**src/rtl/xadc_drp_arbiter.sv**
```systemverilog
// -----------------------------------------------------------------------------
// xadc_drp_arbiter
//
// Shares the single XADC DRP among NUM_REQ requesters. Requests are granted
// round-robin, one DRP transaction is outstanding at a time, and each
// transaction is aborted with an error response if DRDY does not arrive within
// TIMEOUT cycles of DEN.
//
// Ports:
//   clk, rst        clock (also XADC DCLK), synchronous active-high reset
//   req_valid/we    per-requester request pending / write select
//   req_addr        packed 7-bit DRP addresses, requester i at [7i+6:7i]
//   req_wdata       packed 16-bit write data, requester i at [16i+15:16i]
//   req_ready       one-hot accept pulse (combinational in IDLE)
//   rsp_valid       one-hot completion pulse
//   rsp_rdata/err   read data / timeout flag, held until the next rsp_valid
//   drp_*           XADC DRP pins (den/dwe/daddr/di out, do/drdy in)
//   stat_timeouts   saturating timeout-abort count
//   stat_stray      saturating count of DRDY seen outside WAIT
//
// Optional feature macro: XADC_DRP_STATS_EN builds the two statistics
// counters; when undefined the stat_* ports are tied to zero.
// -----------------------------------------------------------------------------
module xadc_drp_arbiter #(
    parameter int NUM_REQ = 3,
    parameter int TIMEOUT = 64
) (
    input  logic                    clk,
    input  logic                    rst,
    input  logic [NUM_REQ-1:0]      req_valid,
    input  logic [NUM_REQ-1:0]      req_we,
    input  logic [NUM_REQ*7-1:0]    req_addr,
    input  logic [NUM_REQ*16-1:0]   req_wdata,
    output logic [NUM_REQ-1:0]      req_ready,
    output logic [NUM_REQ-1:0]      rsp_valid,
    output logic [15:0]             rsp_rdata,
    output logic                    rsp_err,
    output logic                    drp_den,
    output logic                    drp_dwe,
    output logic [6:0]              drp_daddr,
    output logic [15:0]             drp_di,
    input  logic [15:0]             drp_do,
    input  logic                    drp_drdy,
    output logic [15:0]             stat_timeouts,
    output logic [15:0]             stat_stray
);

    localparam int          PTR_W   = $clog2(NUM_REQ);
    localparam logic [15:0] TO_LAST = 16'(TIMEOUT - 1);

    typedef enum logic [1:0] {
        IDLE  = 2'd0,
        ISSUE = 2'd1,
        WAIT  = 2'd2
    } state_t;

    state_t               state_r;
    state_t               state_nxt_s;
    logic [PTR_W-1:0]     ptr_r;
    logic [PTR_W-1:0]     winner_s;
    logic                 any_req_s;
    logic [NUM_REQ-1:0]   grant_s;
    logic [NUM_REQ-1:0]   owner_r;
    logic [15:0]          cnt_r;
    logic                 accept_s;
    logic                 done_ok_s;
    logic                 done_to_s;

    // Round-robin scan: first pending requester at or above the pointer, with wrap.
    always_comb begin
        any_req_s = 1'b0;
        winner_s  = '0;
        for (int i = 0; i < NUM_REQ; i++) begin
            int   idx;
            logic hit;
            idx       = (int'(ptr_r) + i) % NUM_REQ;
            hit       = !any_req_s && req_valid[idx];
            winner_s  = hit ? PTR_W'(idx) : winner_s;
            any_req_s = any_req_s | hit;
        end
    end

    // Next-state logic and single-cycle control strobes.
    always_comb begin
        state_nxt_s = state_r;
        accept_s    = 1'b0;
        done_ok_s   = 1'b0;
        done_to_s   = 1'b0;
        grant_s     = '0;
        case (state_r)
            IDLE: begin
                // rst gates the grant so no ready pulse escapes during reset
                if (any_req_s && !rst) begin
                    accept_s    = 1'b1;
                    grant_s     = {{(NUM_REQ-1){1'b0}}, 1'b1} << winner_s;
                    state_nxt_s = ISSUE;
                end else begin
                    state_nxt_s = IDLE;
                end
            end
            ISSUE: begin
                state_nxt_s = WAIT;
            end
            WAIT: begin
                // DRDY takes priority over a timeout landing on the same cycle
                if (drp_drdy) begin
                    done_ok_s   = 1'b1;
                    state_nxt_s = IDLE;
                end else if (cnt_r == TO_LAST) begin
                    done_to_s   = 1'b1;
                    state_nxt_s = IDLE;
                end else begin
                    state_nxt_s = WAIT;
                end
            end
            default: begin
                state_nxt_s = IDLE;
            end
        endcase
    end

    assign req_ready = grant_s;

    // State register.
    always_ff @(posedge clk) begin
        if (rst) begin
            state_r <= IDLE;
        end else begin
            state_r <= state_nxt_s;
        end
    end

    // Round-robin pointer: one past the last winner.
    always_ff @(posedge clk) begin
        if (rst) begin
            ptr_r <= '0;
        end else if (accept_s) begin
            ptr_r <= (winner_s == PTR_W'(NUM_REQ - 1)) ? '0 : winner_s + 1'b1;
        end else begin
            ptr_r <= ptr_r;
        end
    end

    // DRP pins load straight from the winner on accept, so they hold the latched
    // request for the single ISSUE cycle and return to zero afterwards.
    always_ff @(posedge clk) begin
        if (rst) begin
            owner_r   <= '0;
            drp_den   <= 1'b0;
            drp_dwe   <= 1'b0;
            drp_daddr <= 7'd0;
            drp_di    <= 16'd0;
        end else begin
            owner_r   <= accept_s ? grant_s : owner_r;
            drp_den   <= accept_s;
            drp_dwe   <= accept_s & req_we[winner_s];
            drp_daddr <= accept_s ? req_addr[int'(winner_s)*7 +: 7] : 7'd0;
            drp_di    <= accept_s ? req_wdata[int'(winner_s)*16 +: 16] : 16'd0;
        end
    end

    // DRDY timeout counter: cleared in ISSUE, counts every WAIT cycle.
    always_ff @(posedge clk) begin
        if (rst) begin
            cnt_r <= 16'd0;
        end else if (state_r == ISSUE) begin
            cnt_r <= 16'd0;
        end else if (state_r == WAIT) begin
            cnt_r <= cnt_r + 16'd1;
        end else begin
            cnt_r <= cnt_r;
        end
    end

    // Response pulse; data and error flag hold between responses.
    always_ff @(posedge clk) begin
        if (rst) begin
            rsp_valid <= '0;
            rsp_rdata <= 16'd0;
            rsp_err   <= 1'b0;
        end else if (done_ok_s) begin
            rsp_valid <= owner_r;
            rsp_rdata <= drp_do;
            rsp_err   <= 1'b0;
        end else if (done_to_s) begin
            rsp_valid <= owner_r;
            rsp_rdata <= 16'd0;
            rsp_err   <= 1'b1;
        end else begin
            rsp_valid <= '0;
        end
    end

`ifdef XADC_DRP_STATS_EN
    logic [15:0] stat_to_r;
    logic [15:0] stat_stray_r;

    // Saturating timeout and stray-DRDY counters.
    always_ff @(posedge clk) begin
        if (rst) begin
            stat_to_r    <= 16'd0;
            stat_stray_r <= 16'd0;
        end else begin
            if (done_to_s && (stat_to_r != 16'hFFFF)) begin
                stat_to_r <= stat_to_r + 16'd1;
            end else begin
                stat_to_r <= stat_to_r;
            end
            if (drp_drdy && (state_r != WAIT) && (stat_stray_r != 16'hFFFF)) begin
                stat_stray_r <= stat_stray_r + 16'd1;
            end else begin
                stat_stray_r <= stat_stray_r;
            end
        end
    end

    assign stat_timeouts = stat_to_r;
    assign stat_stray    = stat_stray_r;
`else
    assign stat_timeouts = 16'h0000;
    assign stat_stray    = 16'h0000;
`endif

endmodule

```
**config.mk**
```make
export PLATFORM = sky130hd
export DESIGN_NAME = xadc_drp_arbiter
export DESIGN_NICKNAME = d
export VERILOG_FILES = /design/src/rtl/xadc_drp_arbiter.sv
export SDC_FILE = /design/constraint.sdc
export NUM_CORES = 1
export LEC_CHECK = 0
export CAP_MARGIN = 20
export CORE_MARGIN = 3
export CORE_UTILIZATION = 36
export DETAILED_ROUTE_END_ITERATION = 10
export PLACE_DENSITY_LB_ADDON = 0.2
export SYNTH_ARGS = -nofsm -noshare
export SYNTH_HDL_FRONTEND = slang
export SYNTH_SLANG_ARGS = --single-unit
```
**constraint.sdc**
```tcl
create_clock -name clk -period 2.6 [get_ports clk]
set_clock_uncertainty 0.15 [all_clocks]
set_input_delay 0.39 -clock clk [delete_from_list [all_inputs] [get_ports clk]]
set_output_delay 0.39 -clock clk [all_outputs]
set_load 0.02 [all_outputs]
```
* After elaboration in Yosys (flattened, before gate mapping) *
Index checks and enable logic that the tools add are counted.

storage, ports and cells
  flip-flop bits (word level) = 68
  latch bits = 0
  memory bits (writable) = 0
  ROM bits = 0
  input bits = 94
  word-level logic and storage cells = 77
  memories = 0

cells by class
  add/subtract/negate cells = 4
  multiply operators = 1
  div/mod/pow operators = 3
  order comparisons = 4
  equal/unequal tests = 4
  shift operators = 3
  multiplexer cells = 32
  bitwise gates (word level) = 4
  reductions and logical operators = 11

operators by type and width
  cell                     count
  $lt A32 B4 Y1 const B    3
  $mod A32 B3 Y32 const B  2
  $shiftx A48 B7 Y16       1
  $mod A3 B3 Y32 const B   1
  $mux W16                 2
  $shiftx A21 B6 Y7        1
  $add A16 B1 Y16 const B  1
  $eq A16 B6 Y1 const B    1
  $mux W1                  15
  $mux W2                  6
  $mux W3                  4
  $bmux W1 S2              4
  $pmux W2 S3              1
  $reduce_or A2 Y1         3
  $mul A2 B3 Y5 const B    1
  $eq A2 B2 Y1 const B     2
  $add A2 B1 Y3 const B    1
  $add A2 B2 Y3 const B    1
  $logic_and A1 B1 Y1      3
  $logic_not A1 Y1         3
  $lt A2 B3 Y1 const B     1
  $shl A1 B2 Y3 const A    1
  $add A2 B1 Y2 const B    1
  $eq A2 B1 Y1 const B     1
  other kinds (5)          6

* Depth between registers and ports, before layout *
  depth after elaboration = 15
  gate-level depth with buffers = 10

* Worst setup path after synthesis *
OpenSTA, ideal clock, no wires.

  path type = register to output
  start point = register ptr_r[0]
  end point = output port req_ready[1]
  arrival time = 2.312 ns
  data required time = 2.060 ns
  slack = -0.252 ns
  cell stages (with the launch flop) = 9
  path buffers = 2
  path through = dfxtp_1 inv_1 ha_1 buf_2 maj3_1 a2bb2oi_1 o211a_1 clkbuf_1 nor3b_1

on the way
  word-level cells in the longest chain between the ends = 13
  elaborated cells between the ends (all ways) = 27

ends and longest elaborated chain
  element                                                            line    source
  start, declared                                                    59      logic [PTR_W-1:0] ptr_r;
  start signal, assigned                                             138     ptr_r <= (winner_s == PTR_W'(NUM_REQ - 1)) ? '0 : winner_s + 1'b1;
  start signal, assigned                                             140     ptr_r <= ptr_r;
  $add A2 B1 Y3 or $mod A3 B3 Y32 (tied branches)                    76      idx = (int'(ptr_r) + i) % NUM_REQ;
  $mod A32 B3 Y32 or $bmux W1 S2 (tied branches)                     76, 77
  $bmux W1 S2 or $mux W1 (tied branches)                             77      hit = !any_req_s && req_valid[idx];
  $mux W1 (implied by the code)                                      77
  $mux W1 (implied by the code) or $logic_not A1 Y1 (tied branches)  77
  $logic_and A1 B1 Y1                                                77
  $or A1 B1 Y1                                                       79      any_req_s = any_req_s | hit;
  $logic_not A1 Y1                                                   77
  $logic_and A1 B1 Y1                                                77
  $mux W2 or $or A1 B1 Y1 (tied branches)                            78, 79
  $shl A1 B2 Y3 or $logic_and A1 B1 Y1 (tied branches)               95, 93
  $mux W3 (*)                                                        93      if (any_req_s && !rst) begin
  $mux W3 (*)                                                        90      case (state_r)
  end, declared                                                      34      output logic [NUM_REQ-1:0] req_ready,

Mark *: on every way between the ends. The rest lies on a longest branch, timed or not. The select of a mux whose other input is x is not followed.

* Final worst setup path *
  start point = register ptr_r[0]
  end point = output port req_ready[0]

Same word-level chain as after synthesis.

==> results.cfg <==
[status]
outcome = completed

[cts]
root_buffer = clkbuf_8
htreeDepth = 3
cts_made_buffers = 9
cts_sinks = 67
clock_path_buffers = 2
cts.clk_slew.worst_paths_ps = 80
clock_latency_ps = 330
cts_tree = built

[synthesis]
ys_warn_count = 0
ys_seq_elements = 67
synth.avg_cell_area_um2 = 8.64
synth_ff_type = dfxtp_1
seq_area_frac_synth_pct = 41.4
synth_cell_types = 48
async_flop_share_pct = 0
synth_area_um2 = 3240
synth-edff-count = 0
synthCells = 375

[power_and_ir_drop]
p_leak_nw = 2.01
irDropWorstVdd_mv = 0.416
powerDensity_nw_per_um2 = 908

[timing]
setup_viol = 0
fin_crit_ps = 2580
slew_viol_final = 0
clock.fmax_mhz = 388
hold_viol = 0
worstMarginPinSlew_ps = 1060
post-route-period-util_pct = 99.0
max_slew_margin_pct = 28.7
rsz0062_at_grt = true
fin_setup_tns_ps = 0
fin_ws_ps = 24.8

[floorplanning]
rows = 33
fp.dieW_um = 101
start_util_pct = 38.3
ios = 174
die_h_um = 101
fp.dieArea_um2 = 10200
core_um2 = 8460

[global_routing]
gr-usage-all-layers_pct = 18.6
grt_pass1_vias = 3165
grtUsageMet2_pct = 31.4
top_usage_layer = met2
grt_pass1_wl_um = 15200
antenna_found_initial = 0
grt_max_degree = 27
grt_remaining_overflow = 0
grt_util_met3_pct = 6.37
met1_usage_pct = 22.0

[placed_design]
hpwlAfterDp_um = 7230
place_area_um2 = 4790
port_buffers = 141
gp_congestion = 0.899
place_ws_ps = -424

[setup_path]
arrival_ps = 2040
slowest_delay_ps = 330
crit_required_ps = 2060
critPathTopFamily = compound AO/OA/AOI/OAI gates
critPathKind = register to output pin
crit_buf_inv = 4
critical_path.cell_chain = buf_6, ha_4, buf_8, o31a_1, a2bb2oi_2, o211a_1, buf_4, o21a_1, buf_6
path_common_cell = buf_6
crit_fanout = 6
rrSetupSlack_ps = 200
startpoint_type = register
crit_slowest_cell = dfxtp_2
end_kind = output pin

[finish]
final_common_cell = clkdlybuf4s50_1
drive_above_1_share_pct = 15.4
layout_common_cells = clkdlybuf4s50_1 (138), dfxtp_1 (65), nand2_1 (55), buf_4 (36), conb_1 (32)
diodes = 0
post-route-util_pct = 61.7
nFillCells = 732
syn_to_final_growth_pct = 61.2
fin_nets = 639
finalInstanceArea_um2 = 5230

[route]
drtIter0Drc = 107
routed_wl_um = 9720
viasPerCell = 4.91
ant_nets = 0
drt-wirelength-per-cell_um = 15.0
first_pass_iters = 4
vias = 3193
drc = 0

[run]
max-cap-violations = 0

[worst_hold_path]
min_path_type = register to register
-- sequential cells by signal, indices dropped and copies added, names as in the netlist --
name       count
cnt_r         16
drp_daddr      7
drp_den        1
drp_di        16
drp_dwe        1
owner_r        3
ptr_r          2
rsp_err        1
rsp_rdata     16
rsp_valid      3
state_r        1
-- logic make-up (layout without fill, tap and decap cells) --
logic type | after synthesis | after routing | synth area share [%]
and+or+nand+nor | 151 | 151 | 23.4
AOI/OAI and AO/OA | 72 | 72 | 17.0
DFF | 67 | 67 | 41.4
buffers and inverters | 63 | 202 | 11.6
xor gates and xnor gates | 12 | 12 | 3.24
adders and majority gates | 6 | 6 | 2.24
muxes | 3 | 3 | 0.927
other | 1 | 32 | 0.116
-- per-stage QoR --
| step | hold WS (ps) | instances | total power, W |
|---|---|---|---|
| 2_1_floorplan | 281 | 406 | 0.00255 |
| 3_3_place_gp | 302 | 625 | 0.00348 |
| 3_5_place_dp | 303 | 625 | 0.00350 |
| 4_1_cts | 330 | 645 | 0.00467 |
| 5_1_grt | 345 | 650 | 0.00504 |
| 6_report | 324 | 650 | 0.00475 |
-- worst paths after layout --
kind / endpoint / start / cells after the start
hold / removal: rsp_valid[2]$_SDFF_PP0_ / owner_r[2]$_SDFFE_PP0P_ / 1
setup / recovery: req_ready[0] / ptr_r[0]$_SDFFE_PP0P_ / 9
setup reg to reg: rsp_rdata[1]$_SDFFE_PP0P_ / cnt_r[9]$_SDFFE_PP0N_ / 5
hold reg to reg: rsp_valid[2]$_SDFF_PP0_ / owner_r[2]$_SDFFE_PP0P_ / 1
-- cell usage after synthesis, types with 2 or more instances --
library cell / count / area [um2]
nor2_1: 24 / 90.1
nor3b_1: 2 / 15.0
ha_1: 5 / 62.6
xor2_1: 6 / 52.6
a21oi_1: 6 / 30.0
nand3b_1: 2 / 15.0
and2_1: 5 / 31.3
a22o_1: 16 / 140
nor2b_1: 6 / 37.5
xnor2_1: 6 / 52.6
or2_2: 2 / 12.5
and3_1: 8 / 50.1
nand2_1: 55 / 206
o21ai_0: 4 / 20.0
or4_1: 2 / 15.0
buf_6: 2 / 22.5
buf_4: 32 / 240
o21bai_1: 4 / 30.0
buf_2: 4 / 20.0
mux2i_1: 3 / 30.0
nand2b_1: 4 / 25.0
o21a_1: 2 / 15.0
nor3_1: 3 / 15.0
and4_1: 2 / 17.5
or3_1: 2 / 12.5
clkbuf_1: 20 / 75.1
dfxtp_1: 67 / 1340
nand3_1: 4 / 20.0
nand4_1: 28 / 175
o211ai_1: 24 / 180
inv_1: 5 / 18.8
a211oi_1: 3 / 22.5
a31oi_1: 2 / 12.5
-- layout make-up --
| type | instances | area [um2] | share of cell area (%) |
|---|---|---|---|
| Clock buffer | 9 | 124 | 2.37 |
| Clock inverter | 7 | 100 | 1.92 |
| Inverter | 5 | 18.8 | 0.359 |
| Multi-Input combinational cell | 276 | 1760 | 33.7 |
| Sequential cell | 67 | 1350 | 25.8 |
| Tap cell | 105 | 131 | 2.51 |
| Timing Repair Buffer | 181 | 1740 | 33.4 |
-- routing by layer --
| metal | share of wire [%] | vias to the layer above |
|---|---|---|
| li1 | - | 1601 |
| met1 | 40 | 1463 |
| met2 | 50 | 121 |
| met3 | 8.7 | 8 |
| met4 | 1.2 | 0 |
| met5 | 0 | - |
-- where the power goes --
group          total, W  switching, W  internal [W]
Clock          0.000981      0.000432      0.000549
Sequential      0.00135     0.0000897       0.00126
Combinational   0.00242       0.00125       0.00117
Total           0.00475       0.00177       0.00298
-- repair_timing --
action                     CTS  global route
hold buffers                 0             0
setup endpoints to repair    3             3
buffers inserted             4             5
pin swaps                    5             5
gates resized for setup     41             7
(Power assumes the default switching activity.)
